==> src/rtl/demux_1to2_pair.sv <==
// demux_1to2_pair: steers sel-tagged beats into a word pair with a valid/ready output.
// Optional err_cnt output and counter under `DEMUX_PAIR_ERRCNT_EN.
module demux_1to2_pair #(
  parameter int WIDTH = 4
) (
  input  logic             clk,
  input  logic             rst,
  input  logic [WIDTH-1:0] inp,
  input  logic             sel,
  input  logic             inp_valid,
  output logic             inp_ready,
  output logic [WIDTH-1:0] out0,
  output logic [WIDTH-1:0] out1,
  output logic             out_valid,
  input  logic             out_ready,
`ifdef DEMUX_PAIR_ERRCNT_EN
  output logic [7:0]       err_cnt,
`endif
  output logic             err
);

  typedef enum logic [1:0] {
    EMPTY = 2'b00,
    LOW   = 2'b01,
    FULL  = 2'b10
  } state_e;

  state_e           state_q, state_d;
  logic [WIDTH-1:0] out0_q, out0_d;
  logic [WIDTH-1:0] out1_q, out1_d;
  logic             err_q, err_d;
  logic             acc;

  // Ready depends only on state and downstream ready
  always_comb begin
    inp_ready = 1'b0;
    case (state_q)
      EMPTY:   inp_ready = 1'b1;
      LOW:     inp_ready = 1'b1;
      FULL:    inp_ready = out_ready;
      default: inp_ready = 1'b0;
    endcase
  end

  assign acc       = inp_valid & inp_ready;
  assign out_valid = (state_q == FULL);
  assign out0      = out0_q;
  assign out1      = out1_q;
  assign err       = err_q;

  // Next state, word steering and order-error detection
  always_comb begin
    state_d = state_q;
    out0_d  = out0_q;
    out1_d  = out1_q;
    err_d   = 1'b0;
    case (state_q)
      EMPTY: begin
        if (acc) begin
          if (!sel) begin
            out0_d  = inp;
            state_d = LOW;
          end else begin
            err_d = 1'b1;
          end
        end
      end
      LOW: begin
        if (acc) begin
          if (sel) begin
            out1_d  = inp;
            state_d = FULL;
          end else begin
            out0_d = inp;
            err_d  = 1'b1;
          end
        end
      end
      FULL: begin
        if (out_ready) begin
          state_d = EMPTY;
          if (acc) begin
            if (!sel) begin
              out0_d  = inp;
              state_d = LOW;
            end else begin
              err_d = 1'b1;
            end
          end
        end
      end
      default: state_d = EMPTY;
    endcase
  end

  // State and output registers
  always_ff @(posedge clk) begin
    if (rst) begin
      state_q <= EMPTY;
      out0_q  <= '0;
      out1_q  <= '0;
      err_q   <= 1'b0;
    end else begin
      state_q <= state_d;
      out0_q  <= out0_d;
      out1_q  <= out1_d;
      err_q   <= err_d;
    end
  end

`ifdef DEMUX_PAIR_ERRCNT_EN
  logic [7:0] cnt_q, cnt_d;

  // Saturating count of error pulses, advancing with err
  always_comb begin
    cnt_d = cnt_q;
    if (err_d && cnt_q != 8'hFF)
      cnt_d = cnt_q + 8'd1;
  end

  // Error counter register
  always_ff @(posedge clk) begin
    if (rst) cnt_q <= '0;
    else     cnt_q <= cnt_d;
  end

  assign err_cnt = cnt_q;
`endif

endmodule
==> config.mk <==
export PLATFORM = sky130hd
export DESIGN_NAME = demux_1to2_pair
export DESIGN_NICKNAME = d
export VERILOG_FILES = /design/src/rtl/demux_1to2_pair.sv
export SDC_FILE = /design/constraint.sdc
export NUM_CORES = 1
export LEC_CHECK = 0
export CORE_AREA = 2 2 39 41
export DETAILED_ROUTE_END_ITERATION = 6
export DIE_AREA = 0 0 41 43
export DONT_BUFFER_PORTS = 1
export GPL_TIMING_DRIVEN = 0
export HOLD_SLACK_MARGIN = 0.02
export SKIP_LAST_GASP = 1
export SYNTH_ARGS = -nofsm -noshare
export SYNTH_HDL_FRONTEND = slang
export SYNTH_SLANG_ARGS = --single-unit
==> constraint.sdc <==
create_clock -name clk -period 1.3 [get_ports clk]
set_clock_uncertainty 0.1 [all_clocks]
set_input_delay 0.13 -clock clk [delete_from_list [all_inputs] [get_ports clk]]
set_output_delay 0.13 -clock clk [all_outputs]
set_load 0.01 [all_outputs]
Word-level counts from Yosys, hierarchy flattened
Cells that the tools add are included. W data, S select, Z words.

Register bits after elaboration: 11. Input port bits: 9. Output and inout bits: 11. Word-level logic and storage cells: 37.

Equal/unequal tests: 7. Mux-type cells: 19. Bitwise logic cells: 1. Reductions and logical operators: 6.

Operator list (number): $mux W4 (3); $mux W2 (5); $ne A2 B2 Y1 const B (4); $pmux W4 S2 (1); $mux W1 (7); $pmux W2 S3 (1); $reduce_and A5 Y1 (1); $pmux W1 S3 (1); $reduce_and A3 Y1 (1); $eq A2 B1 Y1 const B (1); $eq A2 B2 Y1 const B (1); $logic_not A2 Y1 (1); $ne A2 B1 Y1 const B (1); $pmux W1 S2 (1); $reduce_and A2 Y1 (1); $reduce_bool A2 Y1 (1); $reduce_or A2 Y1 (1); $and A1 B1 Y1 (1).

Depth between registers and ports, before layout
Gate-level depths: netlist of run 1.

Word-level depth: 7. Depth in mapped cells: 3. Mapped depth without buffers: 3.

Least setup slack after synthesis of run 1
No wires, ideal clock.

Path type: register to register. Start: register state_q[1]. End: register out1_q[0] (netlist: out1[0]). Setup time: 0.125 ns. Arrival: 0.858 ns. Data required time: 1.075 ns. Setup slack: 0.217 ns. Cell stages (with the launch flop): 4. Path buffers: 0. Period minus slack after synthesis: 1.083 ns. Cells stage by stage: dfxtp_1 nand4b_4 mux2i_1 nor2_1.

Word-level cells in the longest chain between the ends: 5. Elaborated cells between the ends (all ways): 7. Classes of those cells: eq/ne: 2; mux: 1; bitwise: 1; reduce/logical: 3.

RTL lines: start: declaration (line 28) `state_e state_q, state_d;`; start signal: assignment (line 104) `state_q <= state_d;`; $eq A2 B1 Y1 / $logic_not A2 Y1 (equally long branches) (line 37, 57); $reduce_or A2 Y1 (no line); $pmux W1 S2 (line 37) `case (state_q)`; $and A1 B1 Y1 (line 45) `assign acc = inp_valid & inp_ready;`; $reduce_and A3 Y1 (no line) *; end signal: assignment (line 106) `out1_q <= out1_d;`; end: declaration (line 30) `logic [WIDTH-1:0] out1_q, out1_d;`.

Mark *: on every way between the ends. The rest lies on a longest branch, timed or not. A chain may end at the register's enable or synchronous reset.

Final worst setup path of run 1
Start: register state_q[1]. End: output out_valid.

Word-level cells in the longest chain between the ends: 1.

RTL lines: $eq A2 B2 Y1 (line 46) `assign out_valid = (state_q == FULL);`; end: declaration (line 14) `output logic out_valid,`.

Every way passes these cells.

==> report_table.html, run 1 <==
<table>
<tr><th>Metric</th><th>Value</th></tr>
<tr><th colspan="2">Outcome</th></tr>
<tr><td>Status</td><td>finished, final reports clean</td></tr>
<tr><th colspan="2">Synthesis</th></tr>
<tr><td>Top cell type by total area after synthesis</td><td>sky130_fd_sc_hd__dfxtp_1</td></tr>
<tr><td>Fraction of the yosys area taken by sequential cells</td><td>0.432</td></tr>
<tr><td>Cell types with the largest area share after synthesis</td><td>sky130_fd_sc_hd__dfxtp_1 43%, sky130_fd_sc_hd__mux2i_1 16%, sky130_fd_sc_hd__nand2b_1 15%, sky130_fd_sc_hd__nand4b_4 4.7%, sky130_fd_sc_hd__nor2_1 3.7%</td></tr>
<tr><td>Post-synthesis instance area</td><td>509 um2</td></tr>
<tr><td>Syn_nets</td><td>58</td></tr>
<tr><td>Post-synthesis instance total</td><td>49</td></tr>
<tr><td>Syn_area_per_cell</td><td>10.4 um2</td></tr>
<tr><td>Total of flip-flops plus latches after synthesis</td><td>11</td></tr>
<tr><td>Share of the synthesized area in the top cell type</td><td>0.432</td></tr>
<tr><td>Synthesis Warnings</td><td>0</td></tr>
<tr><td>Unique cell type count in the Yosys netlist</td><td>15</td></tr>
<tr><th colspan="2">CTS</th></tr>
<tr><td>Sink Count</td><td>11</td></tr>
<tr><td>Post-CTS setup buffer count</td><td>0</td></tr>
<tr><td>Clk_lat worst skew</td><td>0.26 ns</td></tr>
<tr><td>Root buf cell</td><td>sky130_fd_sc_hd__clkbuf_4</td></tr>
<tr><td>Clock slew at the register clock pins of the worst setup and hold paths</td><td>0.06 ns</td></tr>
<tr><td>CTS H-tree depth</td><td>1</td></tr>
<tr><td>CTS tree</td><td>built</td></tr>
<tr><td>Max Buffers Root-to-Sink</td><td>2</td></tr>
<tr><td>Total CTS buffers</td><td>3</td></tr>
<tr><th colspan="2">Layout</th></tr>
<tr><td># fillers</td><td>140</td></tr>
<tr><td>Fin cells</td><td>77</td></tr>
<tr><td>Total number of nets in the final design</td><td>71</td></tr>
<tr><td>Storage element area</td><td>221 um2</td></tr>
<tr><td>Fraction of final layout cells with drive strength greater than 1</td><td>0.148</td></tr>
<tr><td>Antenna diode instance count</td><td>0</td></tr>
<tr><td>Area taken by multi-input logic gates</td><td>282 um2</td></tr>
<tr><td>P&amp;R area growth vs syn</td><td>25.1%</td></tr>
<tr><th colspan="2">Timing</th></tr>
<tr><td>Highest clock frequency the design can meet</td><td>831 MHz</td></tr>
<tr><td>Worst Max-Slew Pin Slew</td><td>0.385 ns</td></tr>
<tr><td>Final Max Slew Viols</td><td>0</td></tr>
<tr><td>Min cycle time layout</td><td>1.20 ns</td></tr>
<tr><td>Post-route setup TNS</td><td>0 ns</td></tr>
<tr><td>RSZ-0062 raised after global routing</td><td>false</td></tr>
<tr><td>Ratio of final minimum period to clock period</td><td>0.926</td></tr>
<tr><td>Final Hold Fails</td><td>0</td></tr>
<tr><td>Final number of setup-violating endpoints</td><td>0</td></tr>
<tr><td>Max-slew headroom</td><td>0.743</td></tr>
<tr><th colspan="2">Routing</th></tr>
<tr><td>Via total after detailed routing</td><td>372</td></tr>
<tr><td>First DRT Iteration DRCs</td><td>2</td></tr>
<tr><td>First drt pass iteration count</td><td>2</td></tr>
<tr><td>Remaining number of nets flagged by the antenna check after routing</td><td>0</td></tr>
<tr><td>Vias/cell</td><td>4.83</td></tr>
<tr><td>Number of DRC violations after detailed routing</td><td>0</td></tr>
<tr><td>Routed WL</td><td>980 um</td></tr>
<tr><td>Detailed-route wire length per cell</td><td>12.7 um</td></tr>
<tr><th colspan="2">Setup path</th></tr>
<tr><td>Critical path fanouts, max</td><td>7</td></tr>
<tr><td>Crit path capture type</td><td>primary output</td></tr>
<tr><td>CP max stage delay</td><td>0.48 ns</td></tr>
<tr><td>CP cell instances</td><td>and2b_2</td></tr>
<tr><td>Gate family responsible for the most delay along the worst path</td><td>flip-flops</td></tr>
<tr><td>Critical path required time</td><td>1.07 ns</td></tr>
<tr><td>Data arrival time at the worst-slack endpoint</td><td>0.97 ns</td></tr>
<tr><td>Slowest-stage cell, CP</td><td>sky130_fd_sc_hd__dfxtp_1</td></tr>
<tr><td>Startpoint kind of the worst setup timing path</td><td>register</td></tr>
<tr><td>Critical path buffers and inverters</td><td>0</td></tr>
<tr><td>WS Path Type</td><td>reg2out</td></tr>
<tr><th colspan="2">Global route</th></tr>
<tr><td>Maximum number of pins on one net before global-route repair</td><td>11</td></tr>
<tr><td>Vias in the first global route</td><td>418</td></tr>
<tr><td>Wire length of the first global-routing pass</td><td>1540 um</td></tr>
<tr><td>Global routing usage summed across all routing layers</td><td>0.133</td></tr>
<tr><td>Total congestion overflow</td><td>0</td></tr>
<tr><td>Initial antenna violation count</td><td>0</td></tr>
<tr><th colspan="2">Floorplanning</th></tr>
<tr><td>Placement row count</td><td>14</td></tr>
<tr><td>Vertical extent of the die</td><td>43 um</td></tr>
<tr><td>Floorplan die width</td><td>41 um</td></tr>
<tr><td>Starting density of the core</td><td>0.368</td></tr>
<tr><td>I/O pin total</td><td>20</td></tr>
<tr><td>Die outline area</td><td>1760 um2</td></tr>
<tr><td>Core area</td><td>1380 um2</td></tr>
<tr><th colspan="2">Placed design</th></tr>
<tr><td>Routability cong.</td><td>0.587</td></tr>
<tr><td># placed instances</td><td>65</td></tr>
<tr><td>Port Buf Inserts</td><td>0</td></tr>
<tr><th colspan="2">Flow run</th></tr>
<tr><td>Maxcap violations</td><td>0</td></tr>
<tr><th colspan="2">Min path</th></tr>
<tr><td>Worst min path class</td><td>in2reg</td></tr>
<tr><th colspan="2">Pwr</th></tr>
<tr><td>Power density normalized to cell area</td><td>1060 nW/um2</td></tr>
<tr><td>Largest vdd supply drop</td><td>0.486 mV</td></tr>
<tr><td>Leakage component of the power</td><td>0.273 nW</td></tr>
</table>
-- metrics by stage --
step	hold WS, ns	worst slack, ns	cell area (um2)	total power, mW	utilization
2_1_floorplan	0.174	0.217	509	0.424	-
3_3_place_gp	0.178	0.134	529	0.432	0.382
3_5_place_dp	0.185	0.102	529	0.434	0.382
4_1_cts	0.0336	0.0507	636	0.690	0.459
5_1_grt	0.0590	0.0136	637	0.715	0.460
6_report	0.0493	0.0962	637	0.676	0.460
-- Yosys cell counts --
cell type,n
sky130_fd_sc_hd__a21oi_1,2
sky130_fd_sc_hd__a21oi_4,1
sky130_fd_sc_hd__a31oi_1,1
sky130_fd_sc_hd__and2b_2,1
sky130_fd_sc_hd__clkbuf_1,1
sky130_fd_sc_hd__dfxtp_1,11
sky130_fd_sc_hd__inv_1,1
sky130_fd_sc_hd__mux2i_1,8
sky130_fd_sc_hd__nand2_1,1
sky130_fd_sc_hd__nand2b_1,12
sky130_fd_sc_hd__nand2b_4,1
sky130_fd_sc_hd__nand4b_4,1
sky130_fd_sc_hd__nor2_1,5
sky130_fd_sc_hd__nor3b_1,2
sky130_fd_sc_hd__o21ba_2,1
-- cells by family (layout without fill, tap and decap cells) --
kind of cell	Yosys count	count (layout)	share of synthesized area
multiplexers	8	8	0.157
buffers and inverters	2	14	0.0147
AND/OR/NAND/NOR	23	23	0.312
flip-flops	11	11	0.432
AO/OA/AOI/OAI	5	5	0.0836
-- repair_timing --
| action | in CTS | in global routing |
|---|---|---|
| endpoints found under the setup margin | 0 | 1 |
| endpoints found under the hold margin | 10 | 0 |
| hold buffers | 8 | 0 |
| resized for setup | 0 | 1 |
-- area by class of cell --
class                      count  area share
multi-input combinational     36       0.442
sequential                    11       0.348
timing repair buffer           8       0.126
clock buffer                   4      0.0413
tap                           16      0.0314
buffer                         1     0.00589
inverter                       1     0.00589
-- final timing paths --
path,startpoint,depth (start not counted),endpoint,slack (ns)
setup reg to reg,state_q[1],3,out1[1],0.11
setup / recovery,state_q[1],1,out_valid,0.1
hold / removal,sel,3,err,0.05
hold reg to reg,out0[1],2,out0[1],0.42
-- registers in the layout, indices dropped and copies added (netlist names) --
name     count
out0         4
out1         4
state_q      2
err          1
-- power by group --
part           internal [mW]  switching (mW)  leakage (nW)
logic                 0.0483          0.0331         0.168
registers              0.351          0.0168        0.0900
clock network          0.119           0.107        0.0150
-- worst reg2reg max path, delay by kind of cell (launching register included) --
kind             cells  cell delay, ns
DFF                  1            0.48
and+or+nand+nor      2            0.29
muxes                1            0.20
-- layout by cell type, fill, tap and decap left out, drive strengths merged --
master,n
nand2b,13
dfxtp,11
mux2i,8
dlygate4sd3,8
nor2,5
clkbuf,5
a21oi,3
nor3b,2
nand2,1
inv,1
a31oi,1
nand4b,1
and2b,1
o21ba,1
-- layer usage --
metal	global-route usage	vias to the layer above	part of all wire
li1	-	189	-
met1	0.143	166	0.43
met2	0.197	15	0.48
met3	0.0366	2	0.083
met4	0.120	0	0.0092
met5	0	-	0
No activity file was read; power rests on OpenSTA's default activity.
==> run 2, diff against run 1 <==
Clock period 1.3 ns to 1.5 ns, I/O delays scaled along.
==> run 2 against run 1 <==
Against the previous run: global-route usage is 0.40 points higher; count of clock-buffer cells in the layout stayed put; register-to-register slack better by 0.21 ns; critical path type is now in2reg; largest cell class unchanged.
==> report_table.html, run 2 (synthesis results as in run 1) <==
<table>
<tr><th>Metric</th><th>Value</th></tr>
<tr><th colspan="2">CTS</th></tr>
<tr><td>Clock slew at the register clock pins of the worst setup and hold paths</td><td>0.07 ns (was 0.06 ns)</td></tr>
<tr><td>Clk_lat worst skew</td><td>0.26 ns (about the same)</td></tr>
<tr><td>Total CTS buffers</td><td>3 (unchanged)</td></tr>
<tr><td>PostCTS Resize Cnt</td><td>0 (unchanged)</td></tr>
<tr><td>Post-CTS setup buffer count</td><td>0 (unchanged)</td></tr>
<tr><td>Root buf cell</td><td>sky130_fd_sc_hd__clkbuf_4 (unchanged)</td></tr>
<tr><td>Max Buffers Root-to-Sink</td><td>2 (unchanged)</td></tr>
<tr><td>Sink Count</td><td>11 (unchanged)</td></tr>
<tr><td>CTS tree</td><td>built (unchanged)</td></tr>
<tr><td>CTS H-tree depth</td><td>1 (unchanged)</td></tr>
<tr><th colspan="2">Min path</th></tr>
<tr><td>Startpoint of the most critical hold path</td><td>sel (unchanged)</td></tr>
<tr><td>Worst min path class</td><td>in2reg (unchanged)</td></tr>
<tr><th colspan="2">Setup path</th></tr>
<tr><td>Data arrival time at the worst-slack endpoint</td><td>1.38 ns (was 0.97 ns)</td></tr>
<tr><td>CP max stage delay</td><td>0.56 ns (was 0.48 ns)</td></tr>
<tr><td>Cell seen most often among critical-path stages</td><td>sky130_fd_sc_hd__dlygate4sd3_1</td></tr>
<tr><td>Start point of the critical path</td><td>inp[1] (was state_q[1])</td></tr>
<tr><td>Crit path capture type</td><td>register (was primary output)</td></tr>
<tr><td>Critical path required time</td><td>1.55 ns (was 1.07 ns)</td></tr>
<tr><td>Gate family responsible for the most delay along the worst path</td><td>buffers and inverters (was flip-flops)</td></tr>
<tr><td>Slowest-stage cell, CP</td><td>sky130_fd_sc_hd__dlygate4sd3_1 (was sky130_fd_sc_hd__dfxtp_1)</td></tr>
<tr><td>Launch point of the worst reg-to-reg path</td><td>state_q[1] (unchanged)</td></tr>
<tr><td>Critical path fanouts, max</td><td>2 (was 7)</td></tr>
<tr><td>WS Path Type</td><td>in2reg (was reg2out)</td></tr>
<tr><td>CP cell instances</td><td>dlygate4sd3_1 &gt; nand2b_1 &gt; dlygate4sd3_1 &gt; mux2i_1 (was and2b_2)</td></tr>
<tr><td>Critical path buffers and inverters</td><td>2 (was 0)</td></tr>
<tr><td>Startpoint kind of the worst setup timing path</td><td>input port (was register)</td></tr>
<tr><th colspan="2">Global route</th></tr>
<tr><td>Maximum number of pins on one net before global-route repair</td><td>11 (unchanged)</td></tr>
<tr><td>Initial antenna violation count</td><td>0 (unchanged)</td></tr>
<tr><td>Vias in the first global route</td><td>424 (was 418)</td></tr>
<tr><td>Wire length of the first global-routing pass</td><td>1590 um (was 1540 um)</td></tr>
<tr><td>Total congestion overflow</td><td>0 (unchanged)</td></tr>
<tr><td>Global routing usage summed across all routing layers</td><td>0.137 (was 0.133)</td></tr>
<tr><th colspan="2">Pwr</th></tr>
<tr><td>Part of the power in combinational logic</td><td>0.124 (was 0.120)</td></tr>
<tr><td>Switching share of power</td><td>0.233 (about the same)</td></tr>
<tr><td>Leakage component of the power</td><td>0.276 nW (was 0.273 nW)</td></tr>
<tr><td>Clock network fraction of total power</td><td>0.334 (was 0.335)</td></tr>
<tr><td>Sequential Power Share</td><td>0.542 (was 0.545)</td></tr>
<tr><td>Power dissipated by switching net loads</td><td>0.137 mW (was 0.157 mW)</td></tr>
<tr><td>Largest vdd supply drop</td><td>0.428 mV (was 0.486 mV)</td></tr>
<tr><td>Internal</td><td>0.450 mW (was 0.518 mW)</td></tr>
<tr><td>Power density normalized to cell area</td><td>909 nW/um2 (was 1060 nW/um2)</td></tr>
<tr><th colspan="2">Timing</th></tr>
<tr><td>Highest clock frequency the design can meet</td><td>756 MHz</td></tr>
<tr><td>Min cycle time layout</td><td>1.32 ns</td></tr>
<tr><td>Ratio of final minimum period to clock period</td><td>0.881</td></tr>
<tr><td>Worst hold margin</td><td>0.0514 ns (was 0.0493 ns)</td></tr>
<tr><td>RSZ-0062 raised after global routing</td><td>false (unchanged)</td></tr>
<tr><td>Worst Max-Slew Pin Slew</td><td>0.388 ns (was 0.385 ns)</td></tr>
<tr><td>Max-slew headroom</td><td>0.742 (was 0.743)</td></tr>
<tr><td>Post-route setup TNS</td><td>0 ns (unchanged)</td></tr>
<tr><td>Final Max Slew Viols</td><td>0 (unchanged)</td></tr>
<tr><td>Final Hold Fails</td><td>0 (unchanged)</td></tr>
<tr><td>Final number of setup-violating endpoints</td><td>0 (unchanged)</td></tr>
<tr><th colspan="2">Outcome</th></tr>
<tr><td>Status</td><td>finished, final reports clean (unchanged)</td></tr>
<tr><th colspan="2">Routing</th></tr>
<tr><td>Number of DRC violations after detailed routing</td><td>0 (unchanged)</td></tr>
<tr><td>First DRT Iteration DRCs</td><td>1 (was 2)</td></tr>
<tr><td>Detailed-route wire length per cell</td><td>12.9 um (was 12.7 um)</td></tr>
<tr><td>Vias/cell</td><td>4.82 (was 4.83)</td></tr>
<tr><td>First drt pass iteration count</td><td>3 (was 2)</td></tr>
<tr><td>Routed WL</td><td>1010 um (was 980 um)</td></tr>
<tr><td>Via total after detailed routing</td><td>376 (was 372)</td></tr>
<tr><td>Remaining number of nets flagged by the antenna check after routing</td><td>0 (unchanged)</td></tr>
<tr><th colspan="2">Floorplanning</th></tr>
<tr><td>Core area</td><td>1380 um2 (unchanged)</td></tr>
<tr><td>Floorplan die width</td><td>41 um (unchanged)</td></tr>
<tr><td>Placement row count</td><td>14 (unchanged)</td></tr>
<tr><td>Die outline area</td><td>1760 um2 (unchanged)</td></tr>
<tr><td>Starting density of the core</td><td>0.368 (unchanged)</td></tr>
<tr><td>I/O pin total</td><td>20 (unchanged)</td></tr>
<tr><td>Vertical extent of the die</td><td>43 um (unchanged)</td></tr>
<tr><th colspan="2">Layout</th></tr>
<tr><td>Antenna diode instance count</td><td>0 (unchanged)</td></tr>
<tr><td>Fraction of final layout cells with drive strength greater than 1</td><td>0.129 (was 0.148)</td></tr>
<tr><td>Most frequent standard cell in the layout excluding fill and tap cells</td><td>sky130_fd_sc_hd__nand2b_1 (unchanged)</td></tr>
<tr><td>Total number of nets in the final design</td><td>72 (was 71)</td></tr>
<tr><td>P&amp;R area growth vs syn</td><td>26.8% (was 25.1%)</td></tr>
<tr><td>Most frequent cells in the layout</td><td>12 x sky130_fd_sc_hd__nand2b_1, 11 x sky130_fd_sc_hd__dfxtp_1, 9 x sky130_fd_sc_hd__dlygate4sd3_1 (was 12 x sky130_fd_sc_hd__nand2b_1, 10 x sky130_fd_sc_hd__dfxtp_1, 8 x sky130_fd_sc_hd__mux2i_1, 8 x sky130_fd_sc_hd__dlygate4sd3_1, 5 x sky130_fd_sc_hd__nor2_1)</td></tr>
<tr><td>Fin cells</td><td>78 (was 77)</td></tr>
<tr><th colspan="2">Placed design</th></tr>
<tr><td>Port Buf Inserts</td><td>0 (unchanged)</td></tr>
<tr><td># placed instances</td><td>65 (unchanged)</td></tr>
<tr><td>Routability cong.</td><td>0.587 (unchanged)</td></tr>
<tr><th colspan="2">Flow run</th></tr>
<tr><td>Maxcap violations</td><td>0 (unchanged)</td></tr>
</table>
run 2: changes by cell type in the layout (fill, tap and decap cells not counted):
cell,before,now
sky130_fd_sc_hd__dfxtp_1,10,11
sky130_fd_sc_hd__dfxtp_2,1,0
sky130_fd_sc_hd__dlygate4sd3_1,8,9
run 2: what timing repair did:
item                                    CTS  global route
endpoints found under the setup margin    0             0
hold buffers                              9             0
hold endpoints to repair                 10             0
run 2: per-stage QoR:
step	power (mW)	instance area, um2	worst slack [ns]	utilization
global route	0.621	646	0.125	0.467
CTS	0.599	646	0.186	0.467
detailed placement	0.376	529	0.302	0.382
finish	0.587	646	0.178	0.467
floorplan	0.367	509	0.417	-
global placement	0.374	529	0.334	0.382
run 2: layout make-up:
| class | count | area (um2) |
|---|---|---|
| sequential | 11 | 220 |
| multi-input combinational | 36 | 282 |
| timing repair buffer | 9 | 90.1 |
| clock buffer | 4 | 26.3 |
| inverter | 1 | 3.75 |
| tap | 16 | 20.0 |
| fill | 141 | 738 |
| buffer | 1 | 3.75 |
run 2: power by group through the flow:
stage	Combinational [mW]	Clock [mW]	Sequential, mW
finish	0.0725	0.196	0.318
global route	0.0798	0.222	0.320
CTS	0.0731	0.207	0.319
detailed placement	0.0505	0	0.325
global placement	0.0492	0	0.325
floorplan	0.0443	0	0.323
run 2: final timing paths:
check	slack, ns	to	cells after the start
worst max-delay path	0.18	out0[1]	4
worst min-delay path	0.05	err	2
worst max register to register	0.32	out1[2]	3
worst min register to register	0.42	out0[1]	2
run 2: worst reg2reg max path, cell delays in order (launching register included):
cell and delay (ns):
sky130_fd_sc_hd__dfxtp_1 0.47, sky130_fd_sc_hd__nand4b_4 0.24, sky130_fd_sc_hd__mux2i_1 0.20, sky130_fd_sc_hd__nor2_1 0.05
run 2: routing by layer:
layer  global-route usage  vias to the layer above  share of wire
met5                    0                        -              0
met1                0.140                      165           0.41
met2                0.209                       16           0.49
met4                0.120                        0         0.0089
met3               0.0419                        2          0.084
li1                     -                      193              -
==> run 3, diff against run 2 <==
Settings changed: ABC_AREA from default to 1.
==> run 3 against run 2 <==
Against the previous run: first-iteration DRC count grew to 17 times the previous value; cell count grew 17%; die area is the same; clock power grew 9%; routed wire length grew 27%; sequential cell count is the same; area after synthesis shrank 3.2%; count of clock-buffer cells in the layout is the same; utilization shrank 3.3 points; critical path type is now reg2out; critical endpoint is now out_valid.
==> report_table.html, run 3 <==
<table>
<tr><th>Metric</th><th>Value</th></tr>
<tr><th colspan="2">Outcome</th></tr>
<tr><td>Status</td><td>finished, final reports clean (unchanged)</td></tr>
<tr><th colspan="2">Layout</th></tr>
<tr><td>Total number of nets in the final design</td><td>85 (was 72)</td></tr>
<tr><td>Fin cells</td><td>91 (was 78)</td></tr>
<tr><td>Most frequent cells in the layout</td><td>11 x sky130_fd_sc_hd__nand2_1, 11 x sky130_fd_sc_hd__dfxtp_1, 9 x sky130_fd_sc_hd__a21oi_1 (was 12 x sky130_fd_sc_hd__nand2b_1, 11 x sky130_fd_sc_hd__dfxtp_1, 9 x sky130_fd_sc_hd__dlygate4sd3_1)</td></tr>
<tr><td>P&amp;R area growth vs syn</td><td>21.6% (was 26.8%)</td></tr>
<tr><td>Antenna diode instance count</td><td>0 (unchanged)</td></tr>
<tr><td>Fraction of final layout cells with drive strength greater than 1</td><td>0.133 (was 0.129)</td></tr>
<tr><th colspan="2">CTS</th></tr>
<tr><td>CTS tree</td><td>built (unchanged)</td></tr>
<tr><td>Clk_lat worst skew</td><td>0.27 ns (was 0.26 ns)</td></tr>
<tr><td>Root buf cell</td><td>sky130_fd_sc_hd__clkbuf_4 (unchanged)</td></tr>
<tr><td>Max Buffers Root-to-Sink</td><td>2 (unchanged)</td></tr>
<tr><td>Total CTS buffers</td><td>3 (unchanged)</td></tr>
<tr><td>CTS H-tree depth</td><td>1 (unchanged)</td></tr>
<tr><td>Post-CTS setup buffer count</td><td>0 (unchanged)</td></tr>
<tr><td>Clock slew at the register clock pins of the worst setup and hold paths</td><td>0.08 ns (was 0.07 ns)</td></tr>
<tr><td>Sink Count</td><td>11 (unchanged)</td></tr>
<tr><th colspan="2">Global route</th></tr>
<tr><td>Global routing usage summed across all routing layers</td><td>0.168 (was 0.137)</td></tr>
<tr><td>Initial antenna violation count</td><td>0 (unchanged)</td></tr>
<tr><td>Wire length of the first global-routing pass</td><td>1880 um (was 1590 um)</td></tr>
<tr><td>Vias in the first global route</td><td>436 (was 424)</td></tr>
<tr><td>Maximum number of pins on one net before global-route repair</td><td>10 (was 11)</td></tr>
<tr><td>Total congestion overflow</td><td>0 (unchanged)</td></tr>
<tr><th colspan="2">Setup path</th></tr>
<tr><td>Startpoint kind of the worst setup timing path</td><td>register (was input port)</td></tr>
<tr><td>Crit path capture type</td><td>primary output (was register)</td></tr>
<tr><td>Register-to-register setup slack</td><td>0.27 ns (was 0.32 ns)</td></tr>
<tr><td>WS Path Type</td><td>reg2out (was in2reg)</td></tr>
<tr><td>Terminus of the critical flop-to-flop path</td><td>out0[0] (was out1[2])</td></tr>
<tr><td>Reg2reg path depth</td><td>4 (was 3)</td></tr>
<tr><td>Start point of the critical path</td><td>state_q[1] (was inp[1])</td></tr>
<tr><td>Launch point of the worst reg-to-reg path</td><td>state_q[0] (was state_q[1])</td></tr>
<tr><td>Critical path fanouts, max</td><td>6 (was 2)</td></tr>
<tr><td>Data arrival time at the worst-slack endpoint</td><td>1.06 ns (was 1.38 ns)</td></tr>
<tr><td>Worst setup path endpoint</td><td>out_valid (was out0[1])</td></tr>
<tr><td>Critical path required time</td><td>1.25 ns (was 1.55 ns)</td></tr>
<tr><th colspan="2">Synthesis</th></tr>
<tr><td>Share of flip-flops with an asynchronous set or reset</td><td>0 (unchanged)</td></tr>
<tr><td>Fraction of the yosys area taken by sequential cells</td><td>0.447 (was 0.432)</td></tr>
<tr><td>Unique cell type count in the Yosys netlist</td><td>15 (unchanged)</td></tr>
<tr><td>Syn_area_per_cell</td><td>7.58 um2 (was 10.4 um2)</td></tr>
<tr><td>Cell types with the largest area share after synthesis</td><td>sky130_fd_sc_hd__dfxtp_1 45%, sky130_fd_sc_hd__a21oi_1 9.1%, sky130_fd_sc_hd__nand2_1 8.4%, sky130_fd_sc_hd__nand4_1 6.3%, sky130_fd_sc_hd__inv_1 6.1% (was sky130_fd_sc_hd__dfxtp_1 43%, sky130_fd_sc_hd__mux2i_1 16%, sky130_fd_sc_hd__nand2b_1 15%, sky130_fd_sc_hd__nand4b_4 4.7%, sky130_fd_sc_hd__nor2_1 3.7%)</td></tr>
<tr><td>EDFF count, synth</td><td>0 (unchanged)</td></tr>
<tr><td>Top cell type by total area after synthesis</td><td>sky130_fd_sc_hd__dfxtp_1 (unchanged)</td></tr>
<tr><td>Synthesis Warnings</td><td>0 (unchanged)</td></tr>
<tr><td>Syn_nets</td><td>74 (was 58)</td></tr>
<tr><td>Post-synthesis instance total</td><td>65 (was 49)</td></tr>
<tr><td>Share of the synthesized area in the top cell type</td><td>0.447 (was 0.432)</td></tr>
<tr><td>Main flop type after synthesis</td><td>sky130_fd_sc_hd__dfxtp_1 (unchanged)</td></tr>
<tr><td>Top cells by count, synth</td><td>11 x sky130_fd_sc_hd__dfxtp_1, 11 x sky130_fd_sc_hd__nand2_1, 9 x sky130_fd_sc_hd__a21oi_1 (was 12 x sky130_fd_sc_hd__nand2b_1, 11 x sky130_fd_sc_hd__dfxtp_1, 8 x sky130_fd_sc_hd__mux2i_1)</td></tr>
<tr><td>Total of flip-flops plus latches after synthesis</td><td>11 (unchanged)</td></tr>
<tr><td>Post-synthesis instance area</td><td>493 um2 (was 509 um2)</td></tr>
<tr><th colspan="2">Placed design</th></tr>
<tr><td>Port Buf Inserts</td><td>0 (unchanged)</td></tr>
<tr><td>Pre-CTS setup slack</td><td>0.312 ns (was 0.302 ns)</td></tr>
<tr><td>Detail Placement HPWL</td><td>815 um</td></tr>
<tr><td># placed instances</td><td>81 (was 65)</td></tr>
<tr><td>Routability cong.</td><td>0.751 (was 0.587)</td></tr>
<tr><th colspan="2">Timing</th></tr>
<tr><td>Final number of setup-violating endpoints</td><td>0 (unchanged)</td></tr>
<tr><td>Min cycle time layout</td><td>1.31 ns (was 1.32 ns)</td></tr>
<tr><td>Worst hold margin</td><td>0.0479 ns (was 0.0514 ns)</td></tr>
<tr><td>Highest clock frequency the design can meet</td><td>763 MHz (was 756 MHz)</td></tr>
<tr><td>Max-slew headroom</td><td>0.763 (was 0.742)</td></tr>
<tr><td>Worst Max-Slew Pin Slew</td><td>0.356 ns (was 0.388 ns)</td></tr>
<tr><td>Post-route setup TNS</td><td>0 ns (unchanged)</td></tr>
<tr><td>Final Worst Setup Slack</td><td>0.190 ns (was 0.178 ns)</td></tr>
<tr><td>Ratio of final minimum period to clock period</td><td>0.874 (was 0.881)</td></tr>
<tr><td>Final Hold Fails</td><td>0 (unchanged)</td></tr>
<tr><td>RSZ-0062 raised after global routing</td><td>false (unchanged)</td></tr>
<tr><td>Final Max Slew Viols</td><td>0 (unchanged)</td></tr>
<tr><th colspan="2">Routing</th></tr>
<tr><td>First DRT Iteration DRCs</td><td>17 (was 1)</td></tr>
<tr><td>Detailed-route wire length per cell</td><td>14.0 um (was 12.9 um)</td></tr>
<tr><td>Number of DRC violations after detailed routing</td><td>0 (unchanged)</td></tr>
<tr><td>Vias/cell</td><td>5.43 (was 4.82)</td></tr>
<tr><td>Routed WL</td><td>1280 um (was 1010 um)</td></tr>
<tr><td>First drt pass iteration count</td><td>4 (was 3)</td></tr>
<tr><td>Remaining number of nets flagged by the antenna check after routing</td><td>0 (unchanged)</td></tr>
<tr><td>Via total after detailed routing</td><td>494 (was 376)</td></tr>
<tr><th colspan="2">Flow run</th></tr>
<tr><td>Maxcap violations</td><td>0 (unchanged)</td></tr>
<tr><th colspan="2">Floorplanning</th></tr>
<tr><td>Vertical extent of the die</td><td>43 um (unchanged)</td></tr>
<tr><td>Die outline area</td><td>1760 um2 (unchanged)</td></tr>
<tr><td>I/O pin total</td><td>20 (unchanged)</td></tr>
<tr><td>Starting density of the core</td><td>0.356 (was 0.368)</td></tr>
<tr><td>Floorplan die width</td><td>41 um (unchanged)</td></tr>
<tr><td>Placement row count</td><td>14 (unchanged)</td></tr>
<tr><td>Core area</td><td>1380 um2 (unchanged)</td></tr>
<tr><th colspan="2">Pwr</th></tr>
<tr><td>Power density normalized to cell area</td><td>1040 nW/um2 (was 909 nW/um2)</td></tr>
<tr><td>Largest vdd supply drop</td><td>0.695 mV (was 0.428 mV)</td></tr>
<tr><td>Leakage component of the power</td><td>0.239 nW (was 0.276 nW)</td></tr>
<tr><th colspan="2">Min path</th></tr>
<tr><td>Worst min path class</td><td>in2reg (unchanged)</td></tr>
</table>
run 3: cell types whose count changed after synthesis, sizes merged, moves of 6 or more:
cell	delta
nand2	+10
a21oi	+6
mux2i	-8
nand4	+6
inv	+9
nand2b	-13
run 3: kinds of logic after synthesis:
kind of cell           count (synthesis)  synth area share
AO/OA/AOI/OAI                         16             0.190
AND/OR/NAND/NOR                       26             0.254
buffers and inverters                 12             0.109
flip-flops                            11             0.447
run 3: final cells by class:
cell class,count,area [um2]
repair buffers,6,60.1
well taps,16,20.0
clock buffers,4,26.3
multi-input cells,42,219
inverters,10,37.5
flip-flops and latches,11,220
plain buffers,2,16.3
fillers,149,785
run 3: what timing repair did:
action / in CTS / in global routing
gates resized for setup: 0 / 0
hold buffers: 6 / 0
endpoints found under the hold margin: 11 / 0
run 3: critical path, cell delays in order, from the launching register on:
cell and delay (ns):
sky130_fd_sc_hd__dfxtp_1 0.45, sky130_fd_sc_hd__inv_2 0.10, sky130_fd_sc_hd__nor2_1 0.23
run 3: metal layers:
metal,track usage,share of wire,vias to the layer above
met5,0,0,-
met4,0.100,0.027,0
met3,0.0524,0.067,5
met2,0.241,0.49,22
met1,0.210,0.42,227
li1,-,-,240
run 3: report_power, final:
group	internal [mW]	switching (mW)	leakage, nW
sequential	0.307	0.0149	0.0897
clock	0.103	0.110	0.0150
combinational	0.0366	0.0497	0.134
total	0.447	0.174	0.239
run 3: worst min-delay path by stage:
stage / slack, ns / to / depth (start not counted) / from
detailed placement: 0.12 / state_q[1] / 1 / rst
global placement: 0.12 / state_q[1] / 1 / rst
global route: 0.07 / out1[0] / 2 / sel
floorplan: 0.12 / out0[0] / 1 / rst
CTS: 0.05 / state_q[1] / 3 / out_ready
finish: 0.05 / out1[0] / 2 / sel
run 3: through the flow:
step / area, um2 / power [mW] / util
after floorplan: 493 / 0.383 / -
after global placement: 513 / 0.395 / 0.371
after detailed placement: 513 / 0.396 / 0.371
after CTS: 599 / 0.622 / 0.433
after global routing: 599 / 0.648 / 0.433
final: 599 / 0.621 / 0.433
